<file path="src/rtl/addsub_pipe_n.sv">
// Pipelined N-bit two's-complement adder/subtractor; the carry chain is cut into STAGES registered segments.
// Define ADDSUB_PIPE_SAT_EN to clamp data_o on overflow (flags still report the raw condition).
module addsub_pipe_n #(
  parameter int N      = 8,
  parameter int STAGES = 2
) (
  input  logic         clk_i,
  input  logic         rst_i,
  input  logic         in_valid_i,
  output logic         in_ready_o,
  input  logic         op_i,
  input  logic         sign_i,
  input  logic [N-1:0] data0_i,
  input  logic [N-1:0] data1_i,
  output logic         out_valid_o,
  input  logic         out_ready_i,
  output logic [N-1:0] data_o,
  output logic         over_o,
  output logic         carry_o
);

  localparam int W    = N / STAGES;
  localparam int LAST = STAGES - 1;

`ifdef ADDSUB_PIPE_SAT_EN
  function automatic logic [N-1:0] sat_value(input logic sign, input logic op, input logic a_msb);
    logic [N-1:0] v;
    if (sign) begin
      if (a_msb) v = {1'b1, {(N-1){1'b0}}};
      else       v = {1'b0, {(N-1){1'b1}}};
    end else if (op) begin
      v = {N{1'b0}};
    end else begin
      v = {N{1'b1}};
    end
    return v;
  endfunction
`endif

  // Each stage register carries the full operands, the partial sum and the segment carry.
  logic [N-1:0] a_r     [STAGES];
  logic [N-1:0] b_r     [STAGES];
  logic [N-1:0] sum_r   [STAGES];
  logic         carry_r [STAGES];
  logic         op_r    [STAGES];
  logic         sign_r  [STAGES];
  logic         valid_r [STAGES];
  logic         over_r;

  logic [N-1:0] a_src_s     [STAGES];
  logic [N-1:0] b_src_s     [STAGES];
  logic [N-1:0] sum_src_s   [STAGES];
  logic [N-1:0] sum_nxt_s   [STAGES];
  logic         cin_s       [STAGES];
  logic         cout_s      [STAGES];
  logic         op_src_s    [STAGES];
  logic         sign_src_s  [STAGES];
  logic         valid_src_s [STAGES];
  logic [W:0]   seg_s;
  logic         cmsb_s;
  logic         over_s;
  logic [N-1:0] final_s;
  logic         advance_s;

  assign advance_s   = ~valid_r[LAST] | out_ready_i;
  assign in_ready_o  = advance_s;
  assign out_valid_o = valid_r[LAST];
  assign data_o      = sum_r[LAST];
  assign carry_o     = carry_r[LAST];
  assign over_o      = over_r;

  // Stage inputs: stage 0 takes the new beat (data1 inverted for subtract), later stages take the previous register.
  always_comb begin
    a_src_s[0]     = data0_i;
    b_src_s[0]     = op_i ? ~data1_i : data1_i;
    sum_src_s[0]   = {N{1'b0}};
    cin_s[0]       = op_i;
    op_src_s[0]    = op_i;
    sign_src_s[0]  = sign_i;
    valid_src_s[0] = in_valid_i;
    for (int s = 1; s < STAGES; s++) begin
      a_src_s[s]     = a_r[s-1];
      b_src_s[s]     = b_r[s-1];
      sum_src_s[s]   = sum_r[s-1];
      cin_s[s]       = carry_r[s-1];
      op_src_s[s]    = op_r[s-1];
      sign_src_s[s]  = sign_r[s-1];
      valid_src_s[s] = valid_r[s-1];
    end
  end

  // Segment adders: stage s fills bits [s*W +: W] of the partial sum.
  always_comb begin
    seg_s = {(W+1){1'b0}};
    for (int s = 0; s < STAGES; s++) begin
      seg_s = {1'b0, a_src_s[s][s*W +: W]} + {1'b0, b_src_s[s][s*W +: W]} + {{W{1'b0}}, cin_s[s]};
      sum_nxt_s[s]           = sum_src_s[s];
      sum_nxt_s[s][s*W +: W] = seg_s[W-1:0];
      cout_s[s]              = seg_s[W];
    end
  end

  // Final-stage flags and optional clamp, resolved before the output register.
  always_comb begin
    cmsb_s = a_src_s[LAST][N-1] ^ b_src_s[LAST][N-1] ^ sum_nxt_s[LAST][N-1];
    if (sign_src_s[LAST]) begin
      over_s = cmsb_s ^ cout_s[LAST];
    end else if (op_src_s[LAST]) begin
      over_s = ~cout_s[LAST];
    end else begin
      over_s = cout_s[LAST];
    end
`ifdef ADDSUB_PIPE_SAT_EN
    if (over_s) begin
      final_s = sat_value(sign_src_s[LAST], op_src_s[LAST], a_src_s[LAST][N-1]);
    end else begin
      final_s = sum_nxt_s[LAST];
    end
`else
    final_s = sum_nxt_s[LAST];
`endif
  end

  // Pipeline registers: the whole pipe advances together or holds as a unit.
  always_ff @(posedge clk_i) begin
    if (rst_i) begin
      for (int s = 0; s < STAGES; s++) begin
        a_r[s]     <= {N{1'b0}};
        b_r[s]     <= {N{1'b0}};
        sum_r[s]   <= {N{1'b0}};
        carry_r[s] <= 1'b0;
        op_r[s]    <= 1'b0;
        sign_r[s]  <= 1'b0;
        valid_r[s] <= 1'b0;
      end
      over_r <= 1'b0;
    end else if (advance_s) begin
      for (int s = 0; s < STAGES; s++) begin
        a_r[s]     <= a_src_s[s];
        b_r[s]     <= b_src_s[s];
        sum_r[s]   <= (s == LAST) ? final_s : sum_nxt_s[s];
        carry_r[s] <= cout_s[s];
        op_r[s]    <= op_src_s[s];
        sign_r[s]  <= sign_src_s[s];
        valid_r[s] <= valid_src_s[s];
      end
      over_r <= over_s;
    end
  end

endmodule

</file>
<file path="config.mk">
export PLATFORM = sky130hd
export DESIGN_NAME = addsub_pipe_n
export DESIGN_NICKNAME = d
export VERILOG_FILES = /design/src/rtl/addsub_pipe_n.sv
export SDC_FILE = /design/constraint.sdc
export NUM_CORES = 1
export LEC_CHECK = 0
export CAP_MARGIN = 40
export CORE_UTILIZATION = 52
export DETAILED_ROUTE_END_ITERATION = 7
export PLACE_DENSITY_LB_ADDON = 0.05
export RECOVER_POWER = 25
export SLEW_MARGIN = 15
export SYNTH_ARGS = -nofsm -noshare
export SYNTH_HDL_FRONTEND = slang
export SYNTH_SLANG_ARGS = --single-unit
</file>
<file path="constraint.sdc">
create_clock -name clk_i -period 3.3 [get_ports clk_i]
set_input_delay 0.33 -clock clk_i [delete_from_list [all_inputs] [get_ports clk_i]]
set_output_delay 0.33 -clock clk_i [all_outputs]
set_load 0.03 [all_outputs]
</file>
Yosys cells after proc, flatten, opt, wreduce, memory -nomap -nowiden
Memory sizes are Yosys's and may differ from the RTL's.
Index checks and enable logic that the tools add are counted.
- flip-flop bits (word level): 1
- latch bits: 0
- RAM bits: 56
- memory bits (read-only): 0
- bits of input ports: 22
- output and inout port bits: 12
- logic and storage cells: 55
- memories: 7
- memories (name ; depth ; width ; rd ports ; clocked after memory_dff ; wr ports ; line ; source):
    a_r ; 2 ; 8 ; 1 ; 0 ; 2 ; 41 ; logic [N-1:0] a_r [STAGES];
    b_r ; 2 ; 8 ; 1 ; 0 ; 2 ; 42 ; logic [N-1:0] b_r [STAGES];
    sum_r ; 2 ; 8 ; 2 ; 0 ; 2 ; 43 ; logic [N-1:0] sum_r [STAGES];
    carry_r ; 2 ; 1 ; 2 ; 0 ; 2 ; 44 ; logic carry_r [STAGES];
    op_r ; 2 ; 1 ; 1 ; 0 ; 2 ; 45 ; logic op_r [STAGES];
    sign_r ; 2 ; 1 ; 1 ; 0 ; 2 ; 46 ; logic sign_r [STAGES];
    +1 memories ; -- ; -- ; -- ; -- ; -- ; -- ;
- add/subtract/negate cells: 4
- multiply operators: 0
- divide/modulo/power cells: 0
- order comparisons: 0
- equal/unequal tests: 0
- shifts and indexed selects: 0
- multiplexer cells: 22
- bitwise logic cells: 21
- reduce and logical (&&, ||, !) cells: 0
- operator list (cell ; number):
    2-to-1 mux 8 bit ; 7
    2-to-1 mux 1 bit ; 15
    bitwise OR 1 bit ; 15
    adder 4 x 4 -> 5 bit ; 2
    adder 5 x 1 -> 5 bit ; 2
    inverter 8 bit ; 1
    bitwise XOR 1 bit ; 3
    inverter 1 bit ; 2

Logic depth before layout (Yosys ltp)
An unclocked memory read counts as a cell.
- depth after elaboration: 7
- mapped depth: 7
- gate-level depth less buffers: 7

Worst setup path after synthesis
Ideal clock, no wire load.
- path type: register to register
- from: memory valid_r[1][0], in the netlist valid_r[0][1]
- to: memory a_r[0][4] (enable)
- library setup time: 0.384 ns
- arrival: 1.411 ns
- required time: 2.916 ns
- slack: 1.505 ns
- stages on the path, launching flop included: 3
- path buffers: 0
- period minus slack after synthesis: 1.795 ns
- cells stage by stage: edfxtp_1 -> nand2b_4 -> or2_1
- RTL lines (item ; line ; source):
    from (decl) ; 47 ; logic valid_r [STAGES];
    to (decl) ; 41 ;

==> results summary <==
The flow ran to the end, and the final reports show no timing, DRC or antenna violations. The final layout net count came out at 170. The worst setup path is launched from an input port. The number of hold violations in the final report came to 0. The routed layout has approximately 850 vias. The wire-length estimate of the detail-placed layout is 1590 µm. The largest stage delay on the critical path is a little under 1 ns. The number of buffers and inverters on the critical path is 2. The prevailing post-synth register cell is sky130_fd_sc_hd__edfxtp_1. For the final database, setup skew stands at about 0.0081 ns. The post-CTS clock slew at the launch and capture registers of the worst setup and hold paths came out at roughly 0.13 ns.

Of the available clock period, the critical path in the final layout requires between 60% and 70%. The total CTS buffers came out at 3. The detailed-route vias per instance came out at 5.07.

The clock reaches the later pin of the worst-skew pair after approximately 0.32 ns. Row generation in the floorplan step produced 18 rows. The total iterations of the first detailed-routing run came out at 2. The critical path goes through dlygate4sd3_1 > or2_1 > clkbuf_1. For this block, the routed nets add up to roughly 2200 µm of wire. The post-layout instance area came out at 0.00176 mm².

The pin count of the biggest net entering global routing is 27. The total leakage power came out at slightly below 0.7 nW. The post-CTS setup repair buffer count is 0.

In the post-synthesis netlist, the biggest area contributors are sky130_fd_sc_hd__edfxtp_1 (57%), sky130_fd_sc_hd__and2_1 (6.8%), sky130_fd_sc_hd__ha_1 (5.4%). The transition at the pin with the smallest max-transition slack is 1.38 ns. 0 antenna diodes ended up in the layout.

The die covers about 0.0029 mm². The all-layer global routing usage is a little under a fifth. The synthesized area per cell came out at ~13 µm². The arrival time at the worst endpoint came out at just over 2 ns. The violation count after the first detailed-routing iteration is 7. The number of setup violations in the final report came out at 0. After synthesis, the most frequently instantiated cells are sky130_fd_sc_hd__edfxtp_1 (26), sky130_fd_sc_hd__and2_1 (15), sky130_fd_sc_hd__nor2_1 (13). The congestion estimate from routability-driven global placement came to approximately 0.75.

The maximum clock frequency is 476 MHz. The number of global-route vias before repair came out at about 860. Yosys mapped a number of flops with a built-in enable equal to 26.

Cells fill between 70% and 80% of the core in the end. The final count of pins violating max slew is 0. The total negative setup slack came out at 0 ns. The slack of the worst reg-to-reg path is around 1.2 ns. The hold buffer count at cts is 0. The cell area after synthesis came out at between 0.001 and 0.0015 mm².

The total power after layout came out at 0.769 mW. The overflow left after global routing came out at 0. In this run the remaining antenna-violating nets after routing total 0.

In the post-synthesis netlist, the cell with the most instances is sky130_fd_sc_hd__edfxtp_1. The critical path in this run is classified as input port to flop. In this run the clock root is driven by a sky130_fd_sc_hd__clkbuf_4. The count of different cell masters after synthesis is 25.

Broken down by cell family, the worst path's largest delay share belongs to buffers and inverters. The gate count of the mapped netlist came out at 103. The number of gates given a new drive strength after cts is 0. The layout overhead on the synthesized area is 27.4%. The number of clock sinks seen by CTS came out at 27. The worst IR drop on VDD came out at around 0.27 mV.

STA classifies the critical path endpoint as a flop. Setup repair after global routing left no endpoint under its margin. The wire length of the first global-routing pass came out at 3630 µm.

The worst path required time came out at 3.25 ns. The die height is around 54 µm. The number of nets in the synthesized netlist is between 100 and 150. Across the run, the number of max-cap violations was 0. After synthesis, flip-flops and latches occupy between 50 and 60% of the total area. The width of the die came out at between 50 and 60 µm. The leading area contributor after synthesis is sky130_fd_sc_hd__edfxtp_1.

The count of buffers from port buffering is 33. The max-slew headroom at the worst pin came out at roughly 8.3%. The fraction of layout instances using a drive strength above 1 came out at 7.97%. The power density over the cells came out at between 400 and 500 mW/mm². The standard cell area after detailed placement is 0.00174 mm².

The maximum fanout count along the critical path is 26. TritonCTS built the clock tree. The initial antenna violation count came to 0.

Once the floorplan was initialized, standard cells occupied about 55% of the core. The tightest min-delay check is of the flop to flop type. The total area inside the core boundary comes to about 0.0025 mm².

The share of synthesized flip-flops with an asynchronous set or reset is 0%. The buffer levels on the longest clock path is 2. Subtracting the final worst setup slack from the clock period gives roughly 2.1 ns. The slowest stage of the critical path belongs to the cell sky130_fd_sc_hd__clkbuf_1. The average wire per cell in the routed design came out at 12.9 µm. The area share of the leading cell type in the synthesized netlist came out at between 50% and 60%. The count of warnings emitted by yosys is 0. The maximum level of the CTS H-tree is 1. The number of register bits inferred by synthesis is 27. The number of remaining DRC errors came out at 0.

Pin placement for this block handled 34 I/O pins.
## final cells by class
type	count	area, µm²
fillers	211	741
repair buffers	34	334
inverters	4	15.0
multi-input cells	69	544
clock buffers	3	22.5
well taps	30	37.5
clock inverters	1	5.00
flip-flops and latches	27	801
## cell usage in the layout (no fill, tap or decap)
master / Yosys / layout
sky130_fd_sc_hd__nand2b_4: 1 / 1
sky130_fd_sc_hd__or2_1: 1 / 1
sky130_fd_sc_hd__clkbuf_4: 0 / 3
sky130_fd_sc_hd__fa_1: 3 / 3
sky130_fd_sc_hd__nand2b_1: 2 / 2
sky130_fd_sc_hd__mux2i_1: 1 / 1
sky130_fd_sc_hd__and2_1: 15 / 15
sky130_fd_sc_hd__dfxtp_1: 1 / 1
sky130_fd_sc_hd__a211oi_2: 1 / 1
sky130_fd_sc_hd__a21oi_1: 3 / 3
sky130_fd_sc_hd__clkinv_2: 0 / 1
sky130_fd_sc_hd__a21oi_2: 2 / 2
sky130_fd_sc_hd__o21bai_1: 1 / 1
sky130_fd_sc_hd__xor2_1: 4 / 4
sky130_fd_sc_hd__xnor2_1: 8 / 8
sky130_fd_sc_hd__mux2_4: 1 / 1
sky130_fd_sc_hd__edfxtp_1: 26 / 26
sky130_fd_sc_hd__clkdlybuf4s50_1: 0 / 32
sky130_fd_sc_hd__and2b_1: 1 / 1
sky130_fd_sc_hd__o21ai_1: 1 / 1
sky130_fd_sc_hd__nand2_1: 1 / 1
sky130_fd_sc_hd__dlygate4sd3_1: 0 / 1
sky130_fd_sc_hd__a21o_1: 2 / 2
sky130_fd_sc_hd__nor2_1: 13 / 13
sky130_fd_sc_hd__clkbuf_1: 0 / 1
sky130_fd_sc_hd__nand3_2: 2 / 2
sky130_fd_sc_hd__ha_1: 6 / 6
sky130_fd_sc_hd__inv_1: 4 / 4
## state kept, by name, summed over array words and instances (netlist names)
| register | cells |
|---|---|
| valid_r | 2 |
| sum_r | 12 |
| a_r | 4 |
| carry_r | 2 |
| sign_r | 1 |
| b_r | 4 |
| op_r | 1 |
| over_o | 1 |
## per-stage QoR
| stage | worst slack (ns) | cells | hold WS (ns) |
|---|---|---|---|
| finish | 1.20 | 168 | 0.541 |
| global route | 1.07 | 168 | 0.561 |
| CTS | 1.24 | 168 | 0.545 |
| detailed placement | 0.869 | 164 | 0.508 |
| global placement | 0.932 | 164 | 0.500 |
| floorplan | 1.50 | 103 | 0.395 |
## cell families after synthesis
group	synth area share [%]
AOI/OAI and AO/OA	5.25
xor gates and xnor gates	7.61
adders and majority gates	9.78
buffers and inverters	2.63
DFF	58.0
muxes	1.81
and+or+nand+nor	14.9
## worst paths after layout
check,startpoint,to,cells past startpoint
worst max-delay path,rst_i,b_r[0][7],3
worst max register to register,valid_r[0][1],b_r[0][7],3
worst min register to register,sum_r[0][1],sum_r[0][9],1
worst min-delay path,sum_r[0][1],sum_r[0][9],1
## per-layer routing
metal / GRT usage [%] / part of all wire, % / up-vias
met3: 3.67 / 5.0 / 4
li1: - / - / 420
met5: 0 / 0 / -
met2: 33.3 / 52 / 27
met1: 20.3 / 41 / 401
met4: 11.0 / 2.5 / 0
## where the power goes
part	internal [mW]	switching [mW]
registers	0.418	0.0125
clock network	0.0454	0.0941
logic	0.0975	0.101
total	0.561	0.208
No activity file was read; power rests on OpenSTA's default activity.
